<file path="config.mk">
export PLATFORM = sky130hd
export DESIGN_NAME = stream_mux_rr
export DESIGN_NICKNAME = d
export VERILOG_FILES = /design/src/rtl/stream_mux_rr_pkg.sv /design/src/rtl/rr_pick.sv /design/src/rtl/stream_mux_rr.sv
export SDC_FILE = /design/constraint.sdc
export NUM_CORES = 1
export LEC_CHECK = 0
export ABC_AREA = 1
export CAP_MARGIN = 20
export CORE_ASPECT_RATIO = 0.75
export CORE_MARGIN = 3
export CORE_UTILIZATION = 40
export CTS_CLUSTER_SIZE = 16
export DETAILED_ROUTE_END_ITERATION = 10
export GPL_ROUTABILITY_DRIVEN = 1
export PLACE_DENSITY = 0.79
export SETUP_SLACK_MARGIN = 0.15
export SYNTH_ARGS = -nofsm -noshare
export SYNTH_HDL_FRONTEND = slang
export SYNTH_SLANG_ARGS = --single-unit
export TNS_END_PERCENT = 100
</file>
<file path="constraint.sdc">
create_clock -name clk -period 3.77 [get_ports clk]
set_input_delay 0.5655 -clock clk [delete_from_list [all_inputs] [get_ports clk]]
set_output_delay 0.5655 -clock clk [all_outputs]
set_load 0.01 [all_outputs]
</file>
<file path="src/rtl/stream_mux_rr_pkg.sv">
// Shared types for the round-robin stream multiplexer.
// Latency: n/a (types only).
// Backpressure: n/a (types only).
package stream_mux_rr_pkg;

    // Arbitration FSM: IDLE picks a new grant each cycle, LOCKED holds it until last.
    typedef enum logic {
        ST_IDLE   = 1'b0,
        ST_LOCKED = 1'b1
    } state_e;

endpackage : stream_mux_rr_pkg

</file>
<file path="src/rtl/rr_pick.sv">
// Wrap-around priority scan: first requester at or after ptr, wrapping to 0.
// Latency: combinational.
// Backpressure: none; the caller qualifies the grant with its own load condition.
module rr_pick #(
    parameter int CHANNELS = 4,
    parameter int SEL_W    = $clog2(CHANNELS)
) (
    input  logic [CHANNELS-1:0] req,
    input  logic [SEL_W-1:0]    ptr,
    output logic [SEL_W-1:0]    gnt_idx,
    output logic                gnt_any
);

    // Scan CHANNELS slots starting at ptr; modulo done by a single subtract
    // since ptr is always below CHANNELS.
    always_comb begin
        int         idx;
        logic [SEL_W-1:0] lidx;
        gnt_idx = '0;
        gnt_any = 1'b0;
        idx     = 0;
        lidx    = '0;
        for (int i = 0; i < CHANNELS; i++) begin
            idx = int'(ptr) + i;
            if (idx >= CHANNELS) begin
                idx = idx - CHANNELS;
            end
            lidx = SEL_W'(idx);
            if (!gnt_any && req[lidx]) begin
                gnt_any = 1'b1;
                gnt_idx = lidx;
            end
        end
    end

endmodule : rr_pick

</file>
<file path="src/rtl/stream_mux_rr.sv">
// N:1 registered stream mux with round-robin arbitration, packet lock and forced select.
// Latency: 1 cycle from input accept to out_valid.
// Backpressure: output register loads when empty or drained; otherwise every in_ready is 0.
module stream_mux_rr
    import stream_mux_rr_pkg::*;
#(
    parameter int WIDTH    = 8,
    parameter int CHANNELS = 4,
    parameter int SEL_W    = $clog2(CHANNELS)
) (
    input  logic                      clk,
    input  logic                      reset_n,
    input  logic [CHANNELS*WIDTH-1:0] in_data,
    input  logic [CHANNELS-1:0]       in_valid,
    input  logic [CHANNELS-1:0]       in_last,
    output logic [CHANNELS-1:0]       in_ready,
    input  logic                      force_en,
    input  logic [SEL_W-1:0]          force_sel,
    output logic [WIDTH-1:0]          out_data,
    output logic                      out_last,
    output logic [SEL_W-1:0]          out_sel,
    output logic                      out_valid,
    input  logic                      out_ready
);

    localparam logic [SEL_W:0]   NUM_CH = (SEL_W + 1)'(CHANNELS);
    localparam logic [SEL_W-1:0] LAST_CH = SEL_W'(CHANNELS - 1);

    state_e           state_q, state_d;
    logic [SEL_W-1:0] ptr_q, ptr_d;
    logic [SEL_W-1:0] lock_ch_q, lock_ch_d;
    logic             lock_forced_q, lock_forced_d;
    logic [WIDTH-1:0] out_data_q, out_data_d;
    logic             out_last_q, out_last_d;
    logic [SEL_W-1:0] out_sel_q, out_sel_d;
    logic             out_valid_q, out_valid_d;

    logic [SEL_W-1:0] pick_idx;
    logic             pick_any;
    logic [SEL_W-1:0] grant;
    logic             grant_ok;
    logic             pkt_forced;
    logic             load;
    logic             accept;
    logic [WIDTH-1:0] sel_data;
    logic             sel_last;
    logic             sel_valid;

    rr_pick #(
        .CHANNELS (CHANNELS),
        .SEL_W    (SEL_W)
    ) u_rr_pick (
        .req     (in_valid),
        .ptr     (ptr_q),
        .gnt_idx (pick_idx),
        .gnt_any (pick_any)
    );

    assign load = !out_valid_q || out_ready;

    // Grant source: held lock, forced channel (range-checked), or round-robin scan.
    always_comb begin
        grant      = '0;
        grant_ok   = 1'b0;
        pkt_forced = 1'b0;
        if (state_q == ST_LOCKED) begin
            grant      = lock_ch_q;
            grant_ok   = 1'b1;
            pkt_forced = lock_forced_q;
        end else if (force_en) begin
            grant      = force_sel;
            grant_ok   = ({1'b0, force_sel} < NUM_CH);
            pkt_forced = 1'b1;
        end else begin
            grant      = pick_idx;
            grant_ok   = pick_any;
        end
    end

    // Select the granted channel's beat; only in-range indices can match.
    always_comb begin
        sel_data  = '0;
        sel_last  = 1'b0;
        sel_valid = 1'b0;
        for (int c = 0; c < CHANNELS; c++) begin
            if (grant == SEL_W'(c)) begin
                sel_data  = in_data[c*WIDTH +: WIDTH];
                sel_last  = in_last[c];
                sel_valid = in_valid[c];
            end
        end
    end

    assign accept = load && grant_ok && sel_valid;

    // One-hot ready toward the granted channel; forced low while in reset.
    always_comb begin
        in_ready = '0;
        for (int c = 0; c < CHANNELS; c++) begin
            in_ready[c] = reset_n && accept && (grant == SEL_W'(c));
        end
    end

    // Packet FSM, rr pointer and lock bookkeeping; forced packets leave ptr alone.
    always_comb begin
        state_d       = state_q;
        ptr_d         = ptr_q;
        lock_ch_d     = lock_ch_q;
        lock_forced_d = lock_forced_q;
        if (accept) begin
            if (sel_last) begin
                state_d = ST_IDLE;
                if (!pkt_forced) begin
                    ptr_d = (grant == LAST_CH) ? '0 : grant + 1'b1;
                end
            end else if (state_q == ST_IDLE) begin
                state_d       = ST_LOCKED;
                lock_ch_d     = grant;
                lock_forced_d = pkt_forced;
            end
        end
    end

    // Output register: capture on accept, drop valid on an empty load, else hold.
    always_comb begin
        out_data_d  = out_data_q;
        out_last_d  = out_last_q;
        out_sel_d   = out_sel_q;
        out_valid_d = out_valid_q;
        if (load) begin
            out_valid_d = accept;
            if (accept) begin
                out_data_d = sel_data;
                out_last_d = sel_last;
                out_sel_d  = grant;
            end
        end
    end

    // State and output flops; reset aborts any partial packet.
    always_ff @(posedge clk or negedge reset_n) begin
        if (!reset_n) begin
            state_q       <= ST_IDLE;
            ptr_q         <= '0;
            lock_ch_q     <= '0;
            lock_forced_q <= 1'b0;
            out_data_q    <= '0;
            out_last_q    <= 1'b0;
            out_sel_q     <= '0;
            out_valid_q   <= 1'b0;
        end else begin
            state_q       <= state_d;
            ptr_q         <= ptr_d;
            lock_ch_q     <= lock_ch_d;
            lock_forced_q <= lock_forced_d;
            out_data_q    <= out_data_d;
            out_last_q    <= out_last_d;
            out_sel_q     <= out_sel_d;
            out_valid_q   <= out_valid_d;
        end
    end

    assign out_data  = out_data_q;
    assign out_last  = out_last_q;
    assign out_sel   = out_sel_q;
    assign out_valid = out_valid_q;

endmodule : stream_mux_rr

</file>
# ---- Word-level counts from Yosys, hierarchy flattened
# Index checks and enable logic that the tools add are counted.
dict set report op_classes {
  shifts 0
  bitwise_logic 3
  n_mux 40
  mul 0
  n_eq_ne 3
  n_reduce_logical 19
  addsub 8
  n_div 0
  magnitude_cmp 8
}
# operator count
set ops {}
lappend ops {{$mux 8} 4}
lappend ops {{$mux 2} 11}
lappend ops {{$mux 1} 21}
lappend ops {{$lt 2x3->1 const B} 4}
lappend ops {{$logic_and 1x1->1} 10}
lappend ops {{$ge 3x3->1 const B} 3}
lappend ops {{$bmux 1 s2} 4}
lappend ops {{$sub 2x1->2 const B} 4}
lappend ops {{$add 2x2->3 const B} 2}
lappend ops {{$reduce_and 3->1} 2}
lappend ops {{$eq 2x2->1 const B} 2}
lappend ops {{$logic_not 1->1} 4}
lappend ops {{$add 2x1->3 const B} 1}
lappend ops {{$ge 2x3->1 const B} 1}
lappend ops {{$not 1->1} 3}
lappend ops {{$add 2x1->2 const B} 1}
lappend ops {{$eq 2x1->1 const B} 1}
lappend ops {{$logic_not 2->1} 1}
lappend ops {{$reduce_and 2->1} 1}
lappend ops {{$logic_or 1x1->1} 1}
dict set report word_totals {
  latch_bits 0
  elab_cells 89
  mem_bits_ro 0
  output_inout_bits 16
  ram_bits 0
  regBits 18
  inputBits 46
  memories 0
}

# ---- Logic depth before layout (Yosys ltp)
dict set report depth {
  ltp_word 24
  ltp_mapped 26
}

# ---- Hierarchy
# Synthesis repeated with hierarchy kept, for this count alone.
dict set report unflattened {
  cells_unflattened 240
  hier_area_um2 1617.8
}
# module n_inst cells_per_inst area_each_um2
set modules_own_cells {}
lappend modules_own_cells {stream_mux_rr 1 181 1298.7}
lappend modules_own_cells {rr_pick 1 59 319.1}

# ---- Worst setup path before layout
# OpenSTA, ideal clock, no wires.
dict set report synth_timing {
  kind {input -> output}
  startpoint {input in_valid[2]}
  endpoint {output in_ready[0]}
  cell_stages 21
  setup_slack_ps 659
  required_ps 3204
  path_buffers 1
  arrival_ps 2545
  cell_sequence {inv_1 -> nand2_2 -> nand3_1 -> nand2_2 -> nor2_4 -> nand3_1 -> nand2_1 -> inv_1 -> nand2_1 -> nand3_1 -> nand2_1 -> ha_1 -> buf_2 -> inv_1 -> o21ai_1 -> o211ai_1 -> o211ai_2 -> nand2_4 -> inv_2 -> nand2_1 -> nor2_1}
}
dict set report synth_between {
  elab_chain_len 22
  elab_cells_between_ends 38
  cone_classes {eq/ne: 3; mux: 24; reduce/logical: 11}
}
# element line
set synth_rtl {}
lappend synth_rtl {{start, declared} stream_mux_rr.sv:14} ;# input logic [CHANNELS-1:0] in_valid,
lappend synth_rtl {{$bmux 1 s2} rr_pick.sv:29} ;# if (!gnt_any && req[lidx]) begin
lappend synth_rtl {{$mux 1 (not written as such)} rr_pick.sv:29}
lappend synth_rtl {{$mux 1} rr_pick.sv:29}
lappend synth_rtl {{$logic_not 1->1} rr_pick.sv:29}
lappend synth_rtl {{$logic_and 1x1->1} rr_pick.sv:29}
lappend synth_rtl {{$mux 1} rr_pick.sv:29}
lappend synth_rtl {{$logic_not 1->1} rr_pick.sv:29}
lappend synth_rtl {{$logic_and 1x1->1} rr_pick.sv:29}
lappend synth_rtl {{[3 not listed]} n/a}
lappend synth_rtl {{$mux 2} rr_pick.sv:29}
lappend synth_rtl {{$mux 2} stream_mux_rr.sv:70} ;# end else if (force_en) begin
lappend synth_rtl {{$mux 2} stream_mux_rr.sv:66} ;# if (state_q == ST_LOCKED) begin
lappend synth_rtl {{$logic_not 2->1} {stream_mux_rr.sv:86, stream_mux_rr.sv:100}}
lappend synth_rtl {{$mux 1 (4 in series)} stream_mux_rr.sv:86} ;# if (grant == SEL_W'(c)) begin
lappend synth_rtl {{$logic_and 1x1->1} stream_mux_rr.sv:94} ;# assign accept = load && grant_ok && sel_valid;
lappend synth_rtl {{$logic_and 1x1->1} stream_mux_rr.sv:100} ;# in_ready[c] = reset_n && accept && (grant == SEL_W'(c));
lappend synth_rtl {{$logic_and 1x1->1 *} stream_mux_rr.sv:100}
lappend synth_rtl {{end, declared} stream_mux_rr.sv:16} ;# output logic [CHANNELS-1:0] in_ready,
# Mark *: on every way between the ends. The rest lies on a longest branch, timed or not. The select of a mux whose other input is x is not followed.

# ---- Worst setup path after layout
dict set report layout_timing {
  startpoint {input in_valid[1]}
  endpoint {output in_ready[0]}
}
dict set report layout_between {
  elab_chain_len 22
  elab_cells_between_ends 38
  cone_classes {eq/ne: 3; mux: 24; reduce/logical: 11}
}
# element line
set layout_rtl {}
lappend layout_rtl {{$bmux 1 s2} rr_pick.sv:29}
lappend layout_rtl {{$mux 1 (not written as such)} rr_pick.sv:29}
lappend layout_rtl {{$mux 1} rr_pick.sv:29}
lappend layout_rtl {{$logic_not 1->1} rr_pick.sv:29}
lappend layout_rtl {{$logic_and 1x1->1} rr_pick.sv:29}
lappend layout_rtl {{$mux 1} rr_pick.sv:29}
lappend layout_rtl {{$logic_not 1->1} rr_pick.sv:29}
lappend layout_rtl {{$logic_and 1x1->1} rr_pick.sv:29}
lappend layout_rtl {{[4 not listed]} n/a}
lappend layout_rtl {{$mux 2 *} stream_mux_rr.sv:70}
lappend layout_rtl {{$mux 2 *} stream_mux_rr.sv:66}
lappend layout_rtl {{named net grant[1]} stream_mux_rr.sv:40} ;# logic [SEL_W-1:0] grant;
lappend layout_rtl {{$logic_not 2->1} {stream_mux_rr.sv:86, stream_mux_rr.sv:100}}
lappend layout_rtl {{$mux 1 (4 in series)} stream_mux_rr.sv:86}
lappend layout_rtl {{$logic_and 1x1->1} stream_mux_rr.sv:94}
lappend layout_rtl {{$logic_and 1x1->1} stream_mux_rr.sv:100}
lappend layout_rtl {{$logic_and 1x1->1 *} stream_mux_rr.sv:100}
# Mark *: on every way through the listed nets, which the timed path passes. The rest lies on a longest branch. The select of a mux whose other input is x is not followed.

==> qor.csv <==
metric,value,unit
synth_area,1570,um2
ant_nets,0,
n_fill_cell,363,
worst-setup-path-type,input pin to output pin,
worstHoldStart,out_sel[0]$_DFFE_PN0P_,
p_leak,1.21,nW
setup-violations-final,0,
async_flop_share,100,%
clock_sinks,18,
r2r-start,ptr_q[0]$_DFFE_PN0P_,
clk_latency,250,ps
syn_area_per_cell,6.78,um2
clk_pin_slew,70,ps
vdd_drop_max,0.608,mV
die-area,4710,um2
root_buffer,clkbuf_8,
outcome,"finished, final reports clean",
start_kind,input pin,
slew_headroom,79.0,%
ioPinCount,62,
timing.fmax,293,MHz
wl_per_cell,12.4,um
yosysSeqAreaShare,28.8,%
place.gp.congestion,0.872,
synth_nets,281,
clock-skew-final,4.89,ps
finalHoldViolCount,0,
h-tree-depth,1,
grt-ovfl-total,0,
wirelength,4480,um
first_iter_violations,59,
synth_area_leader_cell,dfrtp_1,
hold_class,register to register,
hold_ws,487,ps
setup_ws,357,ps
cts_tree,yes,
die_x,78.3,um
cts_buffers,3,
die_h,60.2,um
first_pass_iters,4,
yosys_warnings,0,
area_growth,55.2,%
io_buffer_count,61,
core-area,3710,um2
final_net_count,361,
layoutNonFillerInstCount,362,
place_inst,356,
period_minus_slack,3410,ps
tightest_slew,312,ps
syn_inst,231,
grt_max_degree,23,
yosys.area.top_type_share,28.8,%
cp_data_required_time,3200,ps
end_kind,output pin,
dp_slack,-334,ps
post-dp-hpwl,3510,um
clock_path_buffers,2,
antennaDiodeCount,0,
power_density,1010,nW/um2
drive_gt1_share,25.2,%
timing.setup.tns,0,ps
finalMaxSlewViolations,0,
cap_violations,0,
grt_usage,18.8,%
drcViolationCount,0,
antenna_found_initial,0,
synth_cell_type_count,29,
num_vias,1711,
synthTopCellsByArea,"dfrtp_1 (29%), nand2_1 (18%), o21ai_0 (8.3%)",
grt_pass1_wl,7170,um
synth_edf_count,0,
grt_pass1_vias,1614,
crit_fanout,4,
synth.most_common_cell,nand2_1,
crit_start,in_valid[1],
avgViaCountPerCell,4.73,
timing.final.crit_share,90.5,%
critical_path_arrival,2850,ps
rows,19,
synth_commonest_cells,"nand2_1 (75), o21ai_0 (26), inv_1 (21)",
synth_flop_cell,dfrtp_1,
total_power,0.00246,W
synth_seq_cells,18,
rsz0062_at_grt,false,
initial_core_util,42.2,%
-- area by class of cell --
| class | count | area (um2) | share of cell area [%] |
|---|---|---|---|
| Timing Repair Buffer | 85 | 773 | 31.8 |
| Inverter | 26 | 103 | 4.22 |
| Clock buffer | 4 | 55.1 | 2.26 |
| Multi-Input combinational cell | 177 | 983 | 40.5 |
| Sequential cell | 18 | 452 | 18.6 |
| Tap cell | 52 | 65.1 | 2.68 |
-- sequential cells by signal (all words and copies together), names as in the netlist --
register / count
out_valid: 1
out_sel: 2
lock_forced_q: 1
lock_ch_q: 2
ptr_q: 2
state_q: 1
out_last: 1
out_data: 8
-- kinds of logic (layout without fill, tap and decap cells) --
group | Yosys count | in the layout | synth area share, %
AOI/OAI and AO/OA | 45 | 45 | 16.6
adders and majority gates | 4 | 4 | 3.20
buffers and inverters | 36 | 115 | 10.9
DFF | 18 | 18 | 28.8
and+or+nand+nor | 128 | 128 | 40.6
-- routing by layer --
layer | track usage, % | wire, um | vias up
met3 | 3.16 | 231 | 8
met2 | 29.5 | 1930 | 47
met5 | 0 | 0 | -
met4 | 4.24 | 55 | 0
met1 | 27.2 | 2260 | 763
li1 | - | - | 893
-- worst paths after layout --
kind | cells after the start | slack (ps) | end
min in group asynchronous | 2 | 800 | lock_forced_q$_DFFE_PN0P_
hold / removal | 2 | 490 | out_sel[0]$_DFFE_PN0P_
max in group asynchronous | 2 | 2770 | ptr_q[0]$_DFFE_PN0P_
setup / recovery | 22 | 360 | in_ready[0]
setup reg to reg | 24 | 610 | lock_ch_q[1]$_DFFE_PN0P_
hold reg to reg | 2 | 490 | out_sel[0]$_DFFE_PN0P_
-- stage by stage --
step	instance area, um2	util [%]
4_1_cts	2410	64.9
3_5_place_dp	2340	63.1
6_report	2430	65.6
3_3_place_gp	2340	63.1
2_1_floorplan	1570	-
5_1_grt	2430	65.6
-- worst max-delay path, stage by stage --
cell and delay (ps):
dlygate4sd2_1 260, inv_1 70, nand2_1 70, nand3_2 100, nand2_2 70, nor2_4 140
nand3_1 90, nand2_1 60, inv_1 30, nand2_1 70, nand3_1 110, nand2_2 160
inv_2 50, ha_1 190, inv_1 110, o211ai_1 130, o211ai_2 110, nand2_4 70
inv_2 80, nand2_4 70, nor2_2 100, buf_2 130
-- where the power goes --
group / internal, W / switching (W) / total [W] / leakage (nW)
Clock: 0.0000927 / 0.0000626 / 0.000155 / 0.0288
Combinational: 0.000803 / 0.00112 / 0.00193 / 0.968
Sequential: 0.000303 / 0.0000713 / 0.000374 / 0.217
Total: 0.00120 / 0.00126 / 0.00246 / 1.21
-- layout by cell type (no fill, tap or decap), types with 2 or more instances in the layout --
cell type	Yosys	final
nand2_1	75	71
clkdlybuf4s50_1	0	53
o21ai_0	26	26
buf_4	1	24
inv_1	21	20
nand3_1	18	18
dfrtp_1	18	17
nand2_2	11	14
a21oi_1	9	9
nand2_4	5	6
nor2_1	9	6
inv_2	4	5
o21ai_1	4	4
nor2_2	1	4
clkbuf_8	0	4
buf_2	3	4
nand3_2	3	3
nor2_4	2	2
or2_2	2	2
ha_1	4	2
dlymetal6s2s_1	0	2
dlygate4sd2_1	0	2
-- what timing repair did --
item                                    CTS  global route
endpoints found under the setup margin    4             5
pin swaps                                 7             4
gates resized for setup                  26             7
buffers inserted                          1             1
cloned                                    0             0
hold buffers                              0             0
(Power assumes the default switching activity.)
